<file path="src/rtl/chaos_iter_scheduler.sv">
// chaos_iter_scheduler
//   Sequences a chaotic-map iteration engine: triggers one iteration at a time, drops the first
//   discard_cnt results, and delivers the next sample_cnt results over a valid/ready stream.
//   A stalled sample blocks further triggering. abort ends the run cleanly. A missing engine
//   result ends the run with err_timeout set.
// Ports
//   clk, rst                 clock, asynchronous active-high reset
//   start, abort             run request (taken in idle only) / run termination
//   discard_cnt, sample_cnt  per-run counts, latched on start
//   eng_calcu_ctrl           one-cycle iteration trigger to the engine
//   eng_busy                 engine busy; the trigger is held off while it is set
//   eng_n1_valid, eng_*n1    engine result strobe and state
//   out_valid/ready, out_*   sample stream; out_last marks the final sample of a run
//   run_busy, done           run in progress / one-cycle end-of-run strobe
//   err_timeout, aborted     sticky status, cleared by the next accepted start
module chaos_iter_scheduler #(
  parameter int unsigned DATA_WIDTH     = 64,
  parameter int unsigned CNT_WIDTH      = 16,
  parameter int unsigned TIMEOUT_CYCLES = 255
) (
  input  logic                  clk,
  input  logic                  rst,
  input  logic                  start,
  input  logic                  abort,
  input  logic [CNT_WIDTH-1:0]  discard_cnt,
  input  logic [CNT_WIDTH-1:0]  sample_cnt,
  output logic                  eng_calcu_ctrl,
  input  logic                  eng_busy,
  input  logic                  eng_n1_valid,
  input  logic [DATA_WIDTH-1:0] eng_xn1,
  input  logic [DATA_WIDTH-1:0] eng_yn1,
  input  logic [DATA_WIDTH-1:0] eng_zn1,
  output logic                  out_valid,
  input  logic                  out_ready,
  output logic [DATA_WIDTH-1:0] out_x,
  output logic [DATA_WIDTH-1:0] out_y,
  output logic [DATA_WIDTH-1:0] out_z,
  output logic                  out_last,
  output logic                  run_busy,
  output logic                  done,
  output logic                  err_timeout,
  output logic                  aborted
);

  localparam int unsigned TmoWidth = (TIMEOUT_CYCLES < 1) ? 1 : $clog2(TIMEOUT_CYCLES + 1);
  localparam logic [TmoWidth:0] TmoLimit = TIMEOUT_CYCLES[TmoWidth:0];

  typedef enum logic [2:0] {StIdle, StTrig, StWait, StHold, StDrain, StFin} state_e;

  state_e                state_q, state_d;
  logic [CNT_WIDTH-1:0]  disc_q, disc_d;
  logic [CNT_WIDTH-1:0]  samp_q, samp_d;
  logic [TmoWidth-1:0]   tmo_q, tmo_d, tmo_inc;
  logic [DATA_WIDTH-1:0] x_q, x_d, y_q, y_d, z_q, z_d;
  logic                  last_q, last_d;
  logic                  err_q, err_d;
  logic                  abt_q, abt_d;
  logic [CNT_WIDTH:0]    total_cnt;
  logic                  tmo_expire;

  assign total_cnt  = {1'b0, discard_cnt} + {1'b0, sample_cnt};
  assign tmo_inc    = (&tmo_q) ? tmo_q : tmo_q + TmoWidth'(1);
  // Expires in the cycle whose increment would bring the count to the limit.
  assign tmo_expire = ({1'b0, tmo_q} + (TmoWidth + 1)'(1)) >= TmoLimit;

  always_ff @(posedge clk or posedge rst) begin
    if (rst) begin
      state_q <= StIdle;
      disc_q  <= '0;
      samp_q  <= '0;
      tmo_q   <= '0;
      x_q     <= '0;
      y_q     <= '0;
      z_q     <= '0;
      last_q  <= 1'b0;
      err_q   <= 1'b0;
      abt_q   <= 1'b0;
    end else begin
      state_q <= state_d;
      disc_q  <= disc_d;
      samp_q  <= samp_d;
      tmo_q   <= tmo_d;
      x_q     <= x_d;
      y_q     <= y_d;
      z_q     <= z_d;
      last_q  <= last_d;
      err_q   <= err_d;
      abt_q   <= abt_d;
    end
  end

  always_comb begin
    state_d = state_q;
    disc_d  = disc_q;
    samp_d  = samp_q;
    tmo_d   = tmo_q;
    x_d     = x_q;
    y_d     = y_q;
    z_d     = z_q;
    last_d  = last_q;
    err_d   = err_q;
    abt_d   = abt_q;
    unique case (state_q)
      StIdle: begin
        if (start) begin
          disc_d  = discard_cnt;
          samp_d  = sample_cnt;
          last_d  = 1'b0;
          err_d   = 1'b0;
          abt_d   = 1'b0;
          state_d = (total_cnt == '0) ? StFin : StTrig;
        end
      end
      StTrig: begin
        if (abort) begin
          abt_d   = 1'b1;
          state_d = StFin;
        end else if (!eng_busy) begin
          tmo_d   = '0;
          state_d = StWait;
        end
      end
      StWait: begin
        // abort outranks a coincident result; the engine still owes one answer, so drain it.
        if (abort) begin
          tmo_d   = '0;
          state_d = StDrain;
        end else if (eng_n1_valid) begin
          if (disc_q != '0) begin
            disc_d  = disc_q - CNT_WIDTH'(1);
            // A discard-only run ends on its final discarded result.
            state_d = (disc_q == CNT_WIDTH'(1) && samp_q == '0) ? StFin : StTrig;
          end else begin
            x_d     = eng_xn1;
            y_d     = eng_yn1;
            z_d     = eng_zn1;
            last_d  = (samp_q == CNT_WIDTH'(1));
            samp_d  = (samp_q != '0) ? samp_q - CNT_WIDTH'(1) : samp_q;
            state_d = StHold;
          end
        end else if (tmo_expire) begin
          err_d   = 1'b1;
          state_d = StFin;
        end else begin
          tmo_d = tmo_inc;
        end
      end
      StHold: begin
        if (abort) begin
          abt_d   = 1'b1;
          state_d = StFin;
        end else if (out_ready) begin
          state_d = last_q ? StFin : StTrig;
        end
      end
      StDrain: begin
        if (eng_n1_valid) begin
          abt_d   = 1'b1;
          state_d = StFin;
        end else if (tmo_expire) begin
          err_d   = 1'b1;
          state_d = StFin;
        end else begin
          tmo_d = tmo_inc;
        end
      end
      StFin:   state_d = StIdle;
      default: state_d = StIdle;
    endcase
  end

  always_comb begin
    eng_calcu_ctrl = 1'b0;
    out_valid      = 1'b0;
    out_last       = 1'b0;
    run_busy       = 1'b1;
    done           = 1'b0;
    unique case (state_q)
      StIdle:  run_busy = 1'b0;
      StTrig:  eng_calcu_ctrl = !eng_busy && !abort;
      StHold: begin
        out_valid = 1'b1;
        out_last  = last_q;
      end
      StFin:   done = 1'b1;
      default: ;
    endcase
  end

  assign out_x       = x_q;
  assign out_y       = y_q;
  assign out_z       = z_q;
  assign err_timeout = err_q;
  assign aborted     = abt_q;

endmodule

</file>
<file path="config.mk">
export PLATFORM = sky130hd
export DESIGN_NAME = chaos_iter_scheduler
export DESIGN_NICKNAME = d
export VERILOG_FILES = /design/src/rtl/chaos_iter_scheduler.sv
export SDC_FILE = /design/constraint.sdc
export NUM_CORES = 1
export LEC_CHECK = 0
export CORE_ASPECT_RATIO = 1.4
export CORE_MARGIN = 4
export CORE_UTILIZATION = 35
export DETAILED_ROUTE_END_ITERATION = 12
export GPL_ROUTABILITY_DRIVEN = 0
export GPL_TIMING_DRIVEN = 0
export PLACE_DENSITY = 0.78
export SYNTH_ARGS = -nofsm -noshare
export SYNTH_HDL_FRONTEND = slang
export SYNTH_SLANG_ARGS = --single-unit
</file>
<file path="constraint.sdc">
create_clock -name clk -period 7.2 [get_ports clk]
set_input_delay 1.08 -clock clk [delete_from_list [all_inputs] [get_ports clk]]
set_output_delay 1.08 -clock clk [all_outputs]
set_load 0.005 [all_outputs]
</file>
==> out/metrics.cfg, run 1 <==
[status]
outcome = complete, no violations

[floorplanning]
io_pins = 430
die_x_um = 157
die_area_sq_mm = 0.0342
rows = 76
coreArea_sq_mm = 0.0308
die_h_um = 217
initial_core_util_pct = 35.5

[critical_path]
worst-setup-path-type = in -> out
crit_family = buffers and inverters
crit_required_ns = 6.12
cpMostUsedCell = clkdlybuf4s50_1
cpPeakStageDelay_ns = 0.70
setup.worst_path.start_class = input port
path_depth = 3
path_cells = clkdlybuf4s50_1 > nor4_1 > clkdlybuf4s50_1
path_max_fanout = 3
critPathArrivalTime_ns = 2.60
critPathBufInv = 2
cp_slowest_cell = clkdlybuf4s50_1
cp-end-kind = output port
ff2ff_path_depth = 8

[route]
routed_wl_um = 37200
antenna_left = 0
drc = 0
first_iter_violations = 442
via_per_inst = 5.15
wl_per_cell_um = 21.1
firstDrtPassIters = 5
via_count = 9093

[sta]
fin_crit_ns = 3.68
timing.hold.ws_ns = 0.503
rsz0062_at_grt = no
timing.setup.tns_ns = 0
final-setup-viol-count = 0
fin_skew_ns = 0.0167
worst_pin_slew_ns = 0.769
hold_viol = 0
relSlewSlack_pct = 48.7
slew_violations = 0
fmax_mhz = 272
worst_slack_ns = 3.52
post-route-period-util_pct = 51.1

[clock_network]
clkLatencyLatePin_ns = 0.53
cts_hold_buf = 0
post_cts_buffers = 0
cts_buffers = 25
cts_sinks = 238
ctsResizeCount = 0
h-tree-depth = 1
cts-root-buf = clkbuf_16
clockBufferDepth = 3
cts_tree = yes
clkTransAtPathRegs_ns = 0.06

[synth]
synth_area_leader_cell = dfrtp_1
synth_common_cells = dfrtp_1 (238), mux2_2 (194), nor2_1 (61)
synthArstFlopShare_pct = 100
ys.flop_type = dfrtp_1
synthesis.nets = 1148
synth_most_common_cell = dfrtp_1
synth_adder_area_share_pct = 2.70
synth_top_family_by_area = multiplexers
synthCells = 894
synthSimpleGateAreaFrac_pct = 8.76
yosys_warnings = 0
avgSynthCellArea_sq_um = 12.2
synth_top_area_share_pct = 54.5
ys_seq_elements = 238
synth_xor_area_share_pct = 0.801
synth.cell_area_sq_mm = 0.0109
synthMuxAreaShare_pct = 20.3
synth_cell_types = 66
synth_compound_area_share_pct = 10.1
synth_area_leaders = dfrtp_1 (54%), mux2_2 (20%), ha_1 (2.5%), o21ai_0 (2.2%), nor2_1 (2.1%)
ys_seq_area_share_pct = 54.5
synth-edff-count = 0

[pwr]
pwr-share-comb_pct = 20.0
p_per_area_mw_per_mm2 = 223
p_leak_nw = 7.59
clkPwrFrac_pct = 38.3
power_switching_w = 0.00107
internal-power_w = 0.00266
seq_power_share_pct = 41.7
swShare_pct = 28.6
vdd_drop_max_mv = 0.155

[final_layout]
nets = 1608
multi_input_area_sq_mm = 0.00466
regArea_sq_mm = 0.00596
fillerInstances = 2628
area_delta_synth_final_pct = 53.2
post-route-util_pct = 54.4
layout-drive-gt1-share_pct = 21.7
fin_area_sq_mm = 0.0168

[global_routing]
grt_pass1_wl_um = 54900
antenna_found_initial = 1
overflow = 0
grtUsageTotal_pct = 20.6
grt_max_degree = 43
grt_pass1_vias = 9460

[placed_design]
preCtsSetupSlack_ns = 3.20
io_buffers = 427
place_area_sq_mm = 0.0158
hpwl_um = 29600

[hold_path]
holdPathStages = 1
hold_path.class = reg -> reg

[job]
maxCapViolCount = 0

## layout make-up
| type | count | area share (%) |
|---|---|---|
| Antenna cell | 1 | 0.0149 |
| Clock buffer | 31 | 4.23 |
| Buffer | 46 | 1.41 |
| Clock inverter | 15 | 1.29 |
| Tap cell | 390 | 2.91 |
| Timing Repair Buffer | 433 | 26.3 |
| Inverter | 21 | 0.493 |
| Sequential cell | 238 | 35.5 |
| Multi-Input combinational cell | 589 | 27.8 |
## cell usage in the layout (no fill, tap or decap), types with 14 or more instances in the layout
cell	count
clkdlybuf4s50_1	427
dfrtp_1	238
mux2_2	194
nor2_1	61
o21ai_0	47
a21oi_1	43
nand2_1	36
buf_2	27
clkbuf_16	25
nor3_1	23
ha_1	22
inv_1	19
clkbuf_1	14
## path summary, 6_finish.rpt
check	to	slack, ns	from
setup / recovery	eng_calcu_ctrl	3.52	eng_busy
hold / removal	out_y[1]	0.50	out_y[1]
setup reg to reg	out_x[43]	4.35	disc_q[13]
hold reg to reg	out_y[1]	0.50	out_y[1]
max in group asynchronous	out_z[29]	5.22	rst
min in group asynchronous	samp_q[3]	1.04	rst
## registers in the layout, summed over array words and instances (netlist names)
signal       count
aborted          1
disc_q          16
err_timeout      1
last_q           1
out_x           64
out_y           64
out_z           64
samp_q          16
state_q          3
tmo_q            8
## worst register-to-register path, delay by kind of cell (launching register included)
kind,cells,cell delay [ns]
buffers and inverters,3,0.97
DFF,1,0.46
muxes,1,0.39
and+or+nand+nor,4,0.93
## power by group through the flow
stage               clock network (W)  logic (W)  registers, W
finish                        0.00143   0.000746       0.00155
global placement                    0   0.000705       0.00157
global route                  0.00153   0.000822       0.00157
CTS                           0.00147   0.000740       0.00155
detailed placement                  0   0.000736       0.00157
floorplan                           0   0.000450       0.00154
## routing by layer
layer	track usage (%)	part of all wire (%)
met3	5.03	8.9
met4	8.18	4.3
met1	23.0	36
met2	37.3	51
met5	0	0
## logic make-up (layout without fill, tap and decap cells)
family	Yosys count	after routing
flops	238	238
mux	197	197
simple gates	188	188
compound gates	171	171
buf+inv	67	546
fa+ha+maj	23	23
xor+xnor	10	10
other cells	0	1
## through the flow
step                std cells  power, W
detailed placement       1717   0.00231
floorplan                 894   0.00199
CTS                      1763   0.00376
finish                   1764   0.00373
global placement         1711   0.00227
global route             1764   0.00392
Note: power is estimated with default switching activity, not from simulation.
==> inputs of run 2 (changes only) <==
--- a/config.mk
+++ b/config.mk
@@ -11,7 +11,7 @@
 export DETAILED_ROUTE_END_ITERATION = 12
 export GPL_ROUTABILITY_DRIVEN = 0
 export GPL_TIMING_DRIVEN = 0
-export PLACE_DENSITY = 0.78
+export PLACE_DENSITY = 0.76
 export SYNTH_ARGS = -nofsm -noshare
 export SYNTH_HDL_FRONTEND = slang
 export SYNTH_SLANG_ARGS = --single-unit
==> constraint.sdc (replaced) <==
create_clock -name clk -period 3.45 [get_ports clk]
set_input_delay 0.5175 -clock clk [delete_from_list [all_inputs] [get_ports clk]]
set_output_delay 0.5175 -clock clk [all_outputs]
set_load 0.005 [all_outputs]
==> run 2 against run 1 <==
- power increased by 110%
- sequential power grew 110%
- critical path depth grew 7
- wire length up 3.6%
- critical endpoint is now state_q[2]
- highest routed layer is now met5
==> out/metrics.cfg, run 2 (synthesis results as in run 1) <==
[placed_design]
io_buffers = 427
dpl.cell_count = 1718
preCtsSetupSlack_ns = -0.0908
place_area_sq_mm = 0.0158
hpwl_um = 30500

[critical_path]
crit_required_ns = 3.89
cp-end-kind = flip-flop
cp_slowest_cell = clkdlybuf4s50_1
path_max_fanout = 3
cpPeakStageDelay_ns = 0.57
setup.worst_path.start_class = input port
r2r_slack_ns = 0.56
worst-setup-path-type = in -> reg
critPathArrivalTime_ns = 3.41
path_cells = clkdlybuf4s50_1 > ha_1 > fa_1 > a2111oi_0 > o211ai_1 > a211oi_1 > o21ai_0 > nor4_1 > nand4_1 > o31ai_1

[global_routing]
grt_max_degree = 42
grt_pass1_vias = 9376
grtUsageTotal_pct = 21.5
grt_pass1_wl_um = 56400
antenna_found_initial = 10
overflow = 0

[final_layout]
multi_input_area_sq_mm = 0.00466
nets = 1609
layout_commonest_cell = clkdlybuf4s50_1
layout-drive-gt1-share_pct = 21.5
fillerInstances = 2654
regArea_sq_mm = 0.00596
fin_cells = 1766
fin_area_sq_mm = 0.0167
layout_common_cells = clkdlybuf4s50_1 (427), dfrtp_1 (238), mux2_2 (194)
area_delta_synth_final_pct = 52.9

[sta]
slew_violations = 0
worst_slack_ns = 0.479
relSlewSlack_pct = 60.1
post-route-period-util_pct = 86.1
fin_crit_ns = 2.97
fmax_mhz = 337
worst_pin_slew_ns = 0.598
hold_viol = 0
final-setup-viol-count = 0
fin_skew_ns = 0.0156
rsz0062_at_grt = no

[clock_network]
clockBufferDepth = 3
post_cts_buffers = 0
cts_tree = yes
cts_sinks = 238
h-tree-depth = 1
clkLatencyLatePin_ns = 0.54
cts_buffers = 25
cts_hold_buf = 0
ctsResizeCount = 0
cts-root-buf = clkbuf_16
clkTransAtPathRegs_ns = 0.07

[pwr]
vdd_drop_max_mv = 0.410
p_per_area_mw_per_mm2 = 460
p_leak_nw = 7.56

[job]
maxCapViolCount = 0

[route]
via_per_inst = 5.19
antenna_left = 0
wl_per_cell_um = 21.8
routed_wl_um = 38600
first_iter_violations = 463
firstDrtPassIters = 5
via_count = 9157
drc = 0

[status]
outcome = complete, no violations

[floorplanning]
die_h_um = 217
rows = 76
die_area_sq_mm = 0.0342
io_pins = 430
die_x_um = 157
initial_core_util_pct = 35.5
coreArea_sq_mm = 0.0308

[hold_path]
hold_path.class = in -> async

==> run 2: worst max-delay path: cells and delay by family <==
family | cells | cell delay [ns]
adders and majority gates | 2 | 0.67
and+or+nand+nor | 2 | 0.47
buffers and inverters | 1 | 0.57
AOI/OAI and AO/OA | 5 | 1.19
==> run 2: where the power goes <==
part	switching [W]	internal, W	total [W]
Combinational	0.000833	0.000726	0.00156
Sequential	0.000238	0.00300	0.00324
Clock	0.00119	0.00171	0.00290
Total	0.00226	0.00544	0.00769
==> run 2: worst paths after layout <==
kind,endpoint,start,cells past startpoint
worst max register to register,out_y[46],disc_q[13],8
max in group asynchronous,out_y[44],rst,5
worst min register to register,out_y[45],out_y[45],1
min in group clk,state_q[1],abort,2
worst min-delay path,samp_q[1],rst,2
worst max-delay path,state_q[2],sample_cnt[0],10
==> run 2: metal layers <==
layer | share of wire [%] | vias up | GRT usage [%]
met4 | 3.2 | 18 | 6.77
met5 | 0.31 | - | 0
li1 | - | 4163 | -
met2 | 51 | 438 | 38.1
met3 | 12 | 93 | 8.24
met1 | 34 | 4445 | 23.4
==> run 2: area by class of cell <==
type | instances | share of cell area [%]
timing repair buffer | 434 | 26.4
buffer | 46 | 1.41
tap | 390 | 2.92
sequential | 238 | 35.6
multi-input combinational | 589 | 27.9
clock buffer | 32 | 4.08
inverter | 21 | 0.494
clock inverter | 14 | 1.15
antenna | 2 | 0.0299
==> run 2: per-stage QoR <==
| step | setup TNS (ns) | total power, W | utilization (%) | hold slack, ns |
|---|---|---|---|---|
| after global routing | 0 | 0.00809 | 54.3 | 0.361 |
| after detailed placement | -0.0908 | 0.00482 | 51.4 | 0.494 |
| after floorplan | -44.59 | 0.00416 | - | 0.465 |
| final | 0 | 0.00769 | 54.3 | 0.343 |
| after CTS | 0 | 0.00775 | 54.3 | 0.324 |
| after global placement | -487.76 | 0.00474 | 51.0 | 0.488 |
